`src/rtl/ntt_wb_addr_gen.sv`:
```
// Write-back address sequencer for the four-pass 32-point NTT shuffle.
// Sweeps all {pass, idx} permutation-ROM addresses, emits the inverse-permuted
// write index for each entry, and checks every returned ROM word against the
// closed-form forward permutation.
module ntt_wb_addr_gen #(
  parameter int unsigned DATA_WIDTH = 5,
  parameter int unsigned ADDR_WIDTH = 7
) (
  input  logic                  clk,
  input  logic                  rst,
  input  logic                  start,
  output logic [ADDR_WIDTH-1:0] rom_addr,
  input  logic [DATA_WIDTH-1:0] rom_data,
  output logic [DATA_WIDTH-1:0] wr_addr,
  output logic [1:0]            wr_pass,
  output logic                  wr_ena,
  input  logic                  wr_ready,
  output logic                  busy,
  output logic                  done,
  output logic                  err
);

  localparam int unsigned PASS_W = 2;

  typedef enum logic [1:0] {
    IDLE  = 2'd0,
    RUN   = 2'd1,
    DRAIN = 2'd2,
    DONE  = 2'd3
  } state_t;

  state_t                  state;
  logic [ADDR_WIDTH-1:0]   cnt;
  logic                    s1_valid;
  logic [PASS_W-1:0]       s1_pass;
  logic [DATA_WIDTH-1:0]   s1_idx;
  logic [DATA_WIDTH-1:0]   wr_addr_q;
  logic                    chk;
  logic                    busy_q;
  logic                    done_q;
  logic                    err_q;

  logic                    adv_c;
  logic                    hs_c;
  logic                    last_c;
  logic [PASS_W-1:0]       cnt_pass_c;
  logic [DATA_WIDTH-1:0]   cnt_idx_c;

  // Forward permutation: what the ROM should return for {p, i}
  function automatic logic [DATA_WIDTH-1:0] fwd_perm(input logic [PASS_W-1:0]     p,
                                                     input logic [DATA_WIDTH-1:0] i);
    logic [DATA_WIDTH-1:0] r;
    r = i;
    case (p)
      2'd1:    r = {i[4:3], i[1], i[0], i[2]};
      2'd2:    r = {i[1:0], i[4:2]};
      default: r = i;
    endcase
    return r;
  endfunction

  // Inverse permutation: destination index that restores natural order
  function automatic logic [DATA_WIDTH-1:0] inv_perm(input logic [PASS_W-1:0]     p,
                                                     input logic [DATA_WIDTH-1:0] i);
    logic [DATA_WIDTH-1:0] r;
    r = i;
    case (p)
      2'd1:    r = {i[4:3], i[0], i[2], i[1]};
      2'd2:    r = {i[2:0], i[4:3]};
      default: r = i;
    endcase
    return r;
  endfunction

  // Advance / handshake decode from registered state only
  always_comb begin
    cnt_pass_c = cnt[ADDR_WIDTH-1 -: PASS_W];
    cnt_idx_c  = cnt[DATA_WIDTH-1:0];
    hs_c       = s1_valid & wr_ready;
    adv_c      = (state == RUN) & (~s1_valid | wr_ready);
    last_c     = (cnt == {ADDR_WIDTH{1'b1}});
  end

  // Sequencer FSM, S1 output stage and ROM cross-check
  always_ff @(posedge clk or posedge rst) begin
    if (rst) begin
      state     <= IDLE;
      cnt       <= '0;
      s1_valid  <= 1'b0;
      s1_pass   <= '0;
      s1_idx    <= '0;
      wr_addr_q <= '0;
      chk       <= 1'b0;
      busy_q    <= 1'b0;
      done_q    <= 1'b0;
      err_q     <= 1'b0;
    end else begin
      // ROM word returned this cycle belongs to the entry now held in S1
      chk <= adv_c;
      if (chk && (rom_data != fwd_perm(s1_pass, s1_idx))) begin
        err_q <= 1'b1;
      end

      case (state)
        IDLE: begin
          if (start) begin
            state  <= RUN;
            cnt    <= '0;
            err_q  <= 1'b0;
            busy_q <= 1'b1;
          end
        end
        RUN: begin
          if (adv_c) begin
            s1_valid  <= 1'b1;
            s1_pass   <= cnt_pass_c;
            s1_idx    <= cnt_idx_c;
            wr_addr_q <= inv_perm(cnt_pass_c, cnt_idx_c);
            cnt       <= cnt + ADDR_WIDTH'(1);
            if (last_c) begin
              state <= DRAIN;
            end
          end
        end
        DRAIN: begin
          if (hs_c) begin
            s1_valid <= 1'b0;
            state    <= DONE;
            done_q   <= 1'b1;
          end
        end
        DONE: begin
          state  <= IDLE;
          done_q <= 1'b0;
          busy_q <= 1'b0;
        end
        default: begin
          state  <= IDLE;
          done_q <= 1'b0;
          busy_q <= 1'b0;
        end
      endcase
    end
  end

  assign rom_addr = cnt;
  assign wr_addr  = wr_addr_q;
  assign wr_pass  = s1_pass;
  assign wr_ena   = s1_valid;
  assign busy     = busy_q;
  assign done     = done_q;
  assign err      = err_q;

endmodule

```
`config.mk`:
```
export PLATFORM = sky130hd
export DESIGN_NAME = ntt_wb_addr_gen
export DESIGN_NICKNAME = d
export VERILOG_FILES = /design/src/rtl/ntt_wb_addr_gen.sv
export SDC_FILE = /design/constraint.sdc
export NUM_CORES = 1
export LEC_CHECK = 0
export BUFFER_PORTS_ARGS = -buffer_cell sky130_fd_sc_hd__buf_2
export CAP_MARGIN = 20
export CORE_MARGIN = 8
export CORE_UTILIZATION = 49
export CTS_CLUSTER_DIAMETER = 50
export DETAILED_ROUTE_END_ITERATION = 7
export GPL_ROUTABILITY_DRIVEN = 0
export PLACE_DENSITY = 0.7
export REMOVE_ABC_BUFFERS = 1
export SLEW_MARGIN = 20
export SYNTH_ARGS = -nofsm -noshare
export SYNTH_HDL_FRONTEND = slang
export SYNTH_SLANG_ARGS = --single-unit
```
`constraint.sdc`:
```
create_clock -name clk -period 1.7 [get_ports clk]
set_input_delay 0.17 -clock clk [delete_from_list [all_inputs] [get_ports clk]]
set_output_delay 0.17 -clock clk [all_outputs]
set_load 0.1 [all_outputs]
```
==> impl.org, run 1 <==
** Outcome
- Outcome :: complete, but fails checks
- Failing checks :: setup timing

** Clock network
- Worst-skew pair later-pin latency :: 320 ps
- CTS built an H-tree with a depth of 1.
- Root buffer selected by CTS :: sky130_fd_sc_hd__clkbuf_4
- Clock-pin slew was measured on the worst setup and hold paths at 150 ps.
- The clock passes through at most 2 buffers.
- Clock tree synthesis inserted a total of 3 buffers.
- Clock tree from TritonCTS :: yes
- # clock sinks :: 26

** Drt
- Detailed router's first-iteration violation count :: 31
- Total iterations of the first detailed-routing run :: 4
- The detail route stage leaves a number of antenna-violating nets equal to 0.
- Final Routed Wirelength :: roughly 3400 microns
- Wire length per cell :: 14.81 microns
- Drt drc :: 0
- Summing over every cut layer, the via total after detailed routing is approximately 1300.
- Detailed-route vias per instance :: roughly 5.5

** Final layout
- Leaving out filler cells and counting taps, the final layout contains 230.
- Utilization after layout :: 63.90%
- From synthesis to final layout, the design area changed by 27.80%.
- Antenna cell count :: 0
- Share of post-route cells with drive strength above 1 :: 35.03%
- For this run, the post-layout net count is about 220.
- The library cells used most frequently in the layout, excluding fill and tap cells, are sky130_fd_sc_hd__dfrtp_1, sky130_fd_sc_hd__buf_2, sky130_fd_sc_hd__o21ai_0, sky130_fd_sc_hd__buf_4, sky130_fd_sc_hd__nand2_1.
- The finished cells cover 1887 sq um.

** STA
- Count of endpoints failing hold in the final timing report :: 0
- Setup WS post-layout :: -59.27 ps
- Setup repair after global routing could not meet its margin everywhere.
- Across the routed clock network, the largest skew measured is 13.48 ps.
- Worst slew margin relative to its limit :: 54.46%
- The final-report max-slew violation count is 0.
- Final setup vio count :: 1
- Summed over all failing endpoints, the final setup total negative slack is -59.27 ps.
- Time the final worst path needs with I/O delays and setup :: 1759 ps
- Portion of the clock cycle consumed by the worst path in the final layout :: 103.5%
- For this run, the top clock speed supported by timing is 568.4 MHz.
- Final Hold Slack :: 132.7 ps
- For the pin with the worst max-slew slack, the measured transition is 681.7 ps.

** Global routing
- Global-route wire length before repair :: 5871 microns
- Antenna violations before repair :: 0
- Total grt overflow :: 0
- Largest net degree at the start of global routing :: 27
- The number of global-route vias before repair came to 1348.
- Across every metal layer, demand over resource in global routing totals between 10% and 20%.

** Setup path
- First element of the critical path :: wr_pass[1]
- The worst setup path is launched from a flip-flop.
- Data required time at the worst endpoint :: 1900 ps
- The setup path with the least slack is of type reg2reg.
- In this run the worst path has a maximum fanout of 8.
- The endpoint identified for the worst register-to-register timing path is err.
- Worst setup slack for register-to-register paths :: -60 ps
- The worst setup path is captured at a flip-flop.
- Data arrives at the worst endpoint at 1960 ps.
- Start of the worst register-to-register path :: wr_pass[1]
- Worst Reg2Reg Path Length in Cells :: 5

** Die
- The die covers 5025 sq um.
- The core region is 2953 sq um.
- The floorplan step set the die height to 70.89 microns.
- 27 I/O pins were placed.
- Width of the die :: 70.89 microns
- Starting density of the core :: about half
- Number of placement rows :: 20

** Synth
- Of all flip-flops after synthesis, the portion carrying an async set or reset was 100.0%.
- Sequential element share of the synthesized area :: roughly 44%
- Among all flip-flop cells after synthesis, the most frequent one is sky130_fd_sc_hd__dfrtp_1.
- In this run the mean area of a mapped cell was 9.587 sq um.
- Leading cell types by total area after synthesis :: sky130_fd_sc_hd__dfrtp_1, sky130_fd_sc_hd__o21ai_0, sky130_fd_sc_hd__ha_1, sky130_fd_sc_hd__mux2_2, sky130_fd_sc_hd__nand2_1
- Unique masters post-synth :: 34
- Largest area contributor in the synthesized netlist :: sky130_fd_sc_hd__dfrtp_1
- Post-Synthesis Cells :: ~150
- Counting flops with a built-in enable in the synthesized netlist gives 0.
- Total number of yosys warnings :: 0
- Netlist area before placement :: 1476 sq um
- Synthesized flop and latch total :: 26
- After synthesis, the largest area contributor takes up 44.07% of total cell area.

** Placed design
- Placed instance count :: 224
- Port Buffers :: 26
- In this run the cell area measured after placement is 1739 sq um.
- Summed over all nets, the half-perimeter wirelength after detailed placement is 2563 microns.

** Power and ir drop
- VDD IR-drop max :: 0.0009604 V
- The analysis attributes to cell leakage a power of 0.8833 nW.
- Dividing total power by cell area gives a power density of 1500 nW/um^2.

** Min path
- In this run the most critical hold path is launched from wr_ready.
- Counting instances, the worst hold path has a depth of 3.
- Worst Hold Path EP :: done
- The worst hold path belongs to the class in2reg.

** Run
- Max capacitance violation total :: 0
kinds of logic (layout without fill, tap and decap cells):
family / count (synthesis) / count (layout) / synth area share [%]
buffers and inverters: 15 / 58 / 4.492
AO/OA/AOI/OAI: 47 / 47 / 20.09
multiplexers: 8 / 8 / 5.932
adder cells (fa/ha/maj): 9 / 9 / 7.627
XOR/XNOR: 4 / 4 / 2.373
flip-flops: 26 / 26 / 44.07
AND/OR/NAND/NOR: 45 / 45 / 15.43
layout make-up:
type,count,area [sq um]
clock buffer,4,36.28
fill,257,1066
inverter,10,40.04
multi-input combinational,113,847.1
sequential,26,650.6
tap,33,41.29
timing repair buffer,44,271.5
per-stage QoR:
step / setup WS [ps] / total power [mW]
3_3_place_gp: -126.4 / 2.412
4_1_cts: -91.24 / 2.792
3_5_place_dp: -203.1 / 2.457
6_report: -59.27 / 2.831
2_1_floorplan: -799.7 / 2.061
5_1_grt: -135.2 / 3.024
critical path: stages (launching register included):
cell	delay, ps
sky130_fd_sc_hd__dfrtp_1	440
sky130_fd_sc_hd__ha_4	320
sky130_fd_sc_hd__and3b_1	180
sky130_fd_sc_hd__or3_1	350
sky130_fd_sc_hd__a221oi_2	240
sky130_fd_sc_hd__a31oi_1	100
where the power goes:
part / switching [mW] / total [mW] / internal [mW]
clock: 0.181 / 0.311 / 0.131
combinational: 1.19 / 1.67 / 0.474
sequential: 0.0929 / 0.853 / 0.760
registers in the layout, indices dropped and copies added, names as in the netlist:
signal    count
err           1
wr_addr       5
done          1
wr_pass       2
wr_ena        1
busy          1
state         2
rom_addr      7
chk           1
s1_idx        5
metal layers:
metal,share of wire (%),vias up,track usage [%],wire length (microns)
met5,0,-,0,0
met4,1.0,0,7.159,35
met3,5.7,5,3.955,194
met2,51,23,24.00,1731
met1,42,602,15.95,1445
li1,-,633,-,-
cell usage after synthesis, types with 3 or more instances:
cell / number
sky130_fd_sc_hd__a21oi_1: 5
sky130_fd_sc_hd__a221oi_1: 3
sky130_fd_sc_hd__a22oi_1: 5
sky130_fd_sc_hd__dfrtp_1: 26
sky130_fd_sc_hd__ha_1: 9
sky130_fd_sc_hd__inv_1: 10
sky130_fd_sc_hd__mux2_2: 6
sky130_fd_sc_hd__nand2_1: 14
sky130_fd_sc_hd__nand3_1: 4
sky130_fd_sc_hd__nor2_1: 10
sky130_fd_sc_hd__nor2b_1: 5
sky130_fd_sc_hd__o21a_1: 3
sky130_fd_sc_hd__o21ai_0: 23
sky130_fd_sc_hd__xnor2_1: 4
worst max-delay path by stage:
stage           to  slack, ps  cells past startpoint
2_1_floorplan  err       -800                      6
3_5_place_dp   err       -200                      6
3_3_place_gp   err       -130                      5
5_1_grt        err       -140                      6
6_report       err        -60                      5
4_1_cts        err        -90                      7
repair_timing:
action	CTS	global route
pin swaps	6	4
endpoints found under the hold margin	26	0
cloned	0	0
endpoints found under the setup margin	6	8
resized for setup	10	9
hold buffers	1	0
setup buffers	1	0
Power figures use the tool's default switching activity.
==> run 2, diff against run 1 <==
--- a/config.mk
+++ b/config.mk
@@ -14,6 +14,7 @@
 export GPL_ROUTABILITY_DRIVEN = 0
 export PLACE_DENSITY = 0.7
 export REMOVE_ABC_BUFFERS = 1
+export SETUP_SLACK_MARGIN = 0.4
 export SLEW_MARGIN = 20
 export SYNTH_ARGS = -nofsm -noshare
 export SYNTH_HDL_FRONTEND = slang
==> run 2 against run 1 <==
  * The run still ends with setup timing left
  * Die area did not move
  * First-iteration DRC count rose by 120%
  * Utilization rose by 19 points
  * Critical endpoint unchanged
  * Largest power group unchanged
  * Highest routed layer unchanged
==> impl.org, run 2 (synthesis results as in run 1) <==
** Outcome
- Outcome :: complete, but fails checks
- The final reports fail on setup timing.

** Final layout
- Leaving out fill and tap cells, the most frequent cells in the layout are sky130_fd_sc_hd__dfrtp_1, sky130_fd_sc_hd__buf_4, sky130_fd_sc_hd__o21ai_0, sky130_fd_sc_hd__buf_12.
- Share of post-route cells with drive strength above 1 :: 56.59% (+22 points)
- Max reg flops :: 7 (unchanged)
- The filler-free cell count of the finished design came to 238 (+3.5%).
- Final layout net count :: 224 (+3.7%)
- The number of inserted diodes was 0 (unchanged).
- The area of all placed cells without fillers is 2441 sq um (+29%).
- The library cell used most frequently in the layout, excluding fill and tap cells, is sky130_fd_sc_hd__dfrtp_1.
- Post-synthesis to final-layout area growth :: 65.34%

** Global routing
- GRT Overall Usage :: 16.68% (+2.5 points)
- Number of global-route vias before repair :: 1428 (+5.9%)
- GRT met3 Usage :: 4.096% (+0.14 points)
- Antenna violations before repair :: 0 (unchanged)
- The met1 track demand over resource is 19.34% (+3.4 points).
- Highest-utilization routing layer at the global route stage :: met2
- The pin count of the biggest net entering global routing came to 27 (unchanged).
- Global Route met2 Usage :: 29.35% (+5.4 points)
- The total overflow reported by the global router came to 0 (unchanged).
- The wire length of the first global-routing pass is 6865 microns (+17%).

** Clock network
- The tree is rooted in a sky130_fd_sc_hd__clkbuf_4.
- The sink count of the clock tree was 26 (unchanged).
- The maximum buffer depth of the clock tree is 2 (unchanged).
- The clock slew at the register clock pins of the worst setup and hold paths came to 160 ps (about the same).
- TritonCTS built the clock tree.
- The clock latency reported for the late side of the worst-skew pair came to 330 ps (about the same).
- The number of buffers created by CTS is 3 (unchanged).
- The maximum level of the CTS H-tree came to 1 (unchanged).

** Power and ir drop
- The combinational share of power came to 67.1% (+8.2 points).
- Switching fraction of total power :: 50.45% (-1.4 points)
- Fraction of power consumed by the clock network :: 8.9% (-2.1 points)
- The sequential fraction of design power was 24.1% (-6.0 points).
- The leakage power of the design is 1.054 nW (+19%).
- Final total power :: 3.709 mW (+31%)
- The maximum VDD drop was 0.001269 V (+32%).
- The power per standard cell area came to 1520 nW/um^2 (+1.3%).
- The total internal power is 1.838 mW (+35%).
- The net switching component of the power was 1.871 mW (+28%).

** Placed design
- Placed cell areas :: 1739 sq um (unchanged)
- The cell count after placement is 224 (unchanged).
- Port Buffers :: 26 (unchanged)
- The placed wire-length estimate after detailed placement is 2563 microns (unchanged).

** Die
- The initial cell density of the core came to 50.00% (unchanged).
- The area inside the core boundary came to 2953 sq um (unchanged).
- The I/O pin count was 27 (unchanged).
- Vertical extent of the die :: 70.89 microns (unchanged)
- The area enclosed by the die boundary was 5025 sq um (unchanged).
- The die boundary width came to 70.89 microns (unchanged).
- The row count was 20 (unchanged).

** Setup path
- The slowest stage of the critical path is the sky130_fd_sc_hd__dfrtp_1 cell.
- Kind of end point of the critical path :: flip-flop
- Start-to-end type of the worst setup path :: reg2reg
- Worst setup slack for register-to-register paths :: -110 ps (-50 ps)
- Launching element type of the critical path :: flip-flop
- The largest fanout on the critical path is 8 (unchanged).
- Data required time at the worst endpoint :: 1910 ps (about the same)
- Grouping stages by cell kind, the critical path spends the most delay in simple AND/OR/NAND/NOR gates.
- The arrival time at the worst endpoint is 2010 ps (+50 ps).
- Max stage delay on crit path :: 450 ps (about the same)
- Buf/Inv on CP :: 0 (unchanged)
- Chain of cells forming the critical path :: ha_4 > and3b_1 > or3_1 > a221oi_2 > a31oi_1

** Drt
- The count of unresolved DRC violations after routing came to 0 (unchanged).
- Detailed router's first-iteration violation count :: 67 (+120%)
- The remaining antenna violation count came to 0 (unchanged).
- Final Routed Wirelength :: 4794 microns (+41%)
- Wire length per cell :: 20.14 microns (+36%)
- The total via count in the routed design was 1412 (+12%).
- The average vias per placed instance came to 5.933 (+8.0%).
- Total iterations of the first detailed-routing run :: 4 (unchanged)

** STA
- The highest attainable clock frequency was 553.7 MHz (-2.6%).
- Setup repair after global routing could not meet its margin everywhere.
- Final-report max-slew violation count :: 0 (unchanged)
- Worst Tran Pin Value :: 355.8 ps (-325.9 ps)
- Final setup vio count :: 1 (unchanged)
- The final period demand of the worst path was 1806 ps (+46.77 ps).
- Setup TNS :: -106.0 ps (-46.77 ps)
- The final count of hold timing violations came to 0 (unchanged).
- Worst slew margin relative to its limit :: 76.23% (+22 points)
- The worst setup slack after layout was -106.0 ps (-46.77 ps).
- Portion of the clock cycle consumed by the worst path in the final layout :: 106.2% (+2.8 points)
- The maximum clock skew at final layout came to 18.56 ps (+5.080 ps).

** Run
- Max capacitance violation total :: 0 (unchanged)

** Min path
- Type of the tightest min-delay check :: in2reg
[run 2: routing by layer]
metal / share of wire [%] / vias to the layer above
met5: 0 / -
met4: 0.50 / 0
met3: 5.4 / 6
met2: 53 / 53
met1: 42 / 702
li1: - / 651
[run 2: path summary, 6_finish.rpt]
| check | startpoint | endpoint | depth (start not counted) |
|---|---|---|---|
| max | wr_pass[1] | err | 5 |
| min | rom_data[0] | err | 3 |
| max reg2reg | wr_pass[1] | err | 5 |
| min reg2reg | done | done | 2 |
| max in group asynchronous | rst | rom_addr[1] | 4 |
| min in group asynchronous | rst | wr_pass[0] | 4 |
[run 2: timing repair]
action / CTS / global route
pin swaps: 20 / 22
cloned: 0 / 1
hold buffers: 1 / 0
gates resized for setup: 81 / 74
hold endpoints to repair: 26 / 0
setup buffers: 7 / 1
setup endpoints to repair: 37 / 38
[run 2: metrics by stage]
step / hold WS, ps / setup slack (ps) / utilization, %
finish: 142.7 / -106.0 / 82.67
global placement: 234.4 / -126.4 / 58.90
floorplan: 210.0 / -799.7 / -
detailed placement: 240.7 / -203.1 / 58.90
global route: 145.2 / -148.3 / 82.67
CTS: 139.8 / -91.24 / 72.58
[run 2: power groups by stage]
stage	combinational (mW)	clock [mW]	sequential (mW)
5_1_grt	2.61	0.347	0.909
3_3_place_gp	1.56	0	0.856
4_1_cts	2.08	0.325	0.865
3_5_place_dp	1.59	0	0.863
2_1_floorplan	0.543	0	1.52
6_report	2.49	0.328	0.892
[run 2: cell type report]
type                       instances  area, sq um
clock buffer                       4        36.28
fill                             160        511.7
inverter                          10        40.04
multi-input combinational        113         1115
sequential                        26        651.9
tap                               33        41.29
timing repair buffer              52        556.8
[run 2: worst min-delay path: stages]
cell	delay, ps
sky130_fd_sc_hd__buf_2	90
sky130_fd_sc_hd__xnor2_1	110
sky130_fd_sc_hd__a31oi_1	70
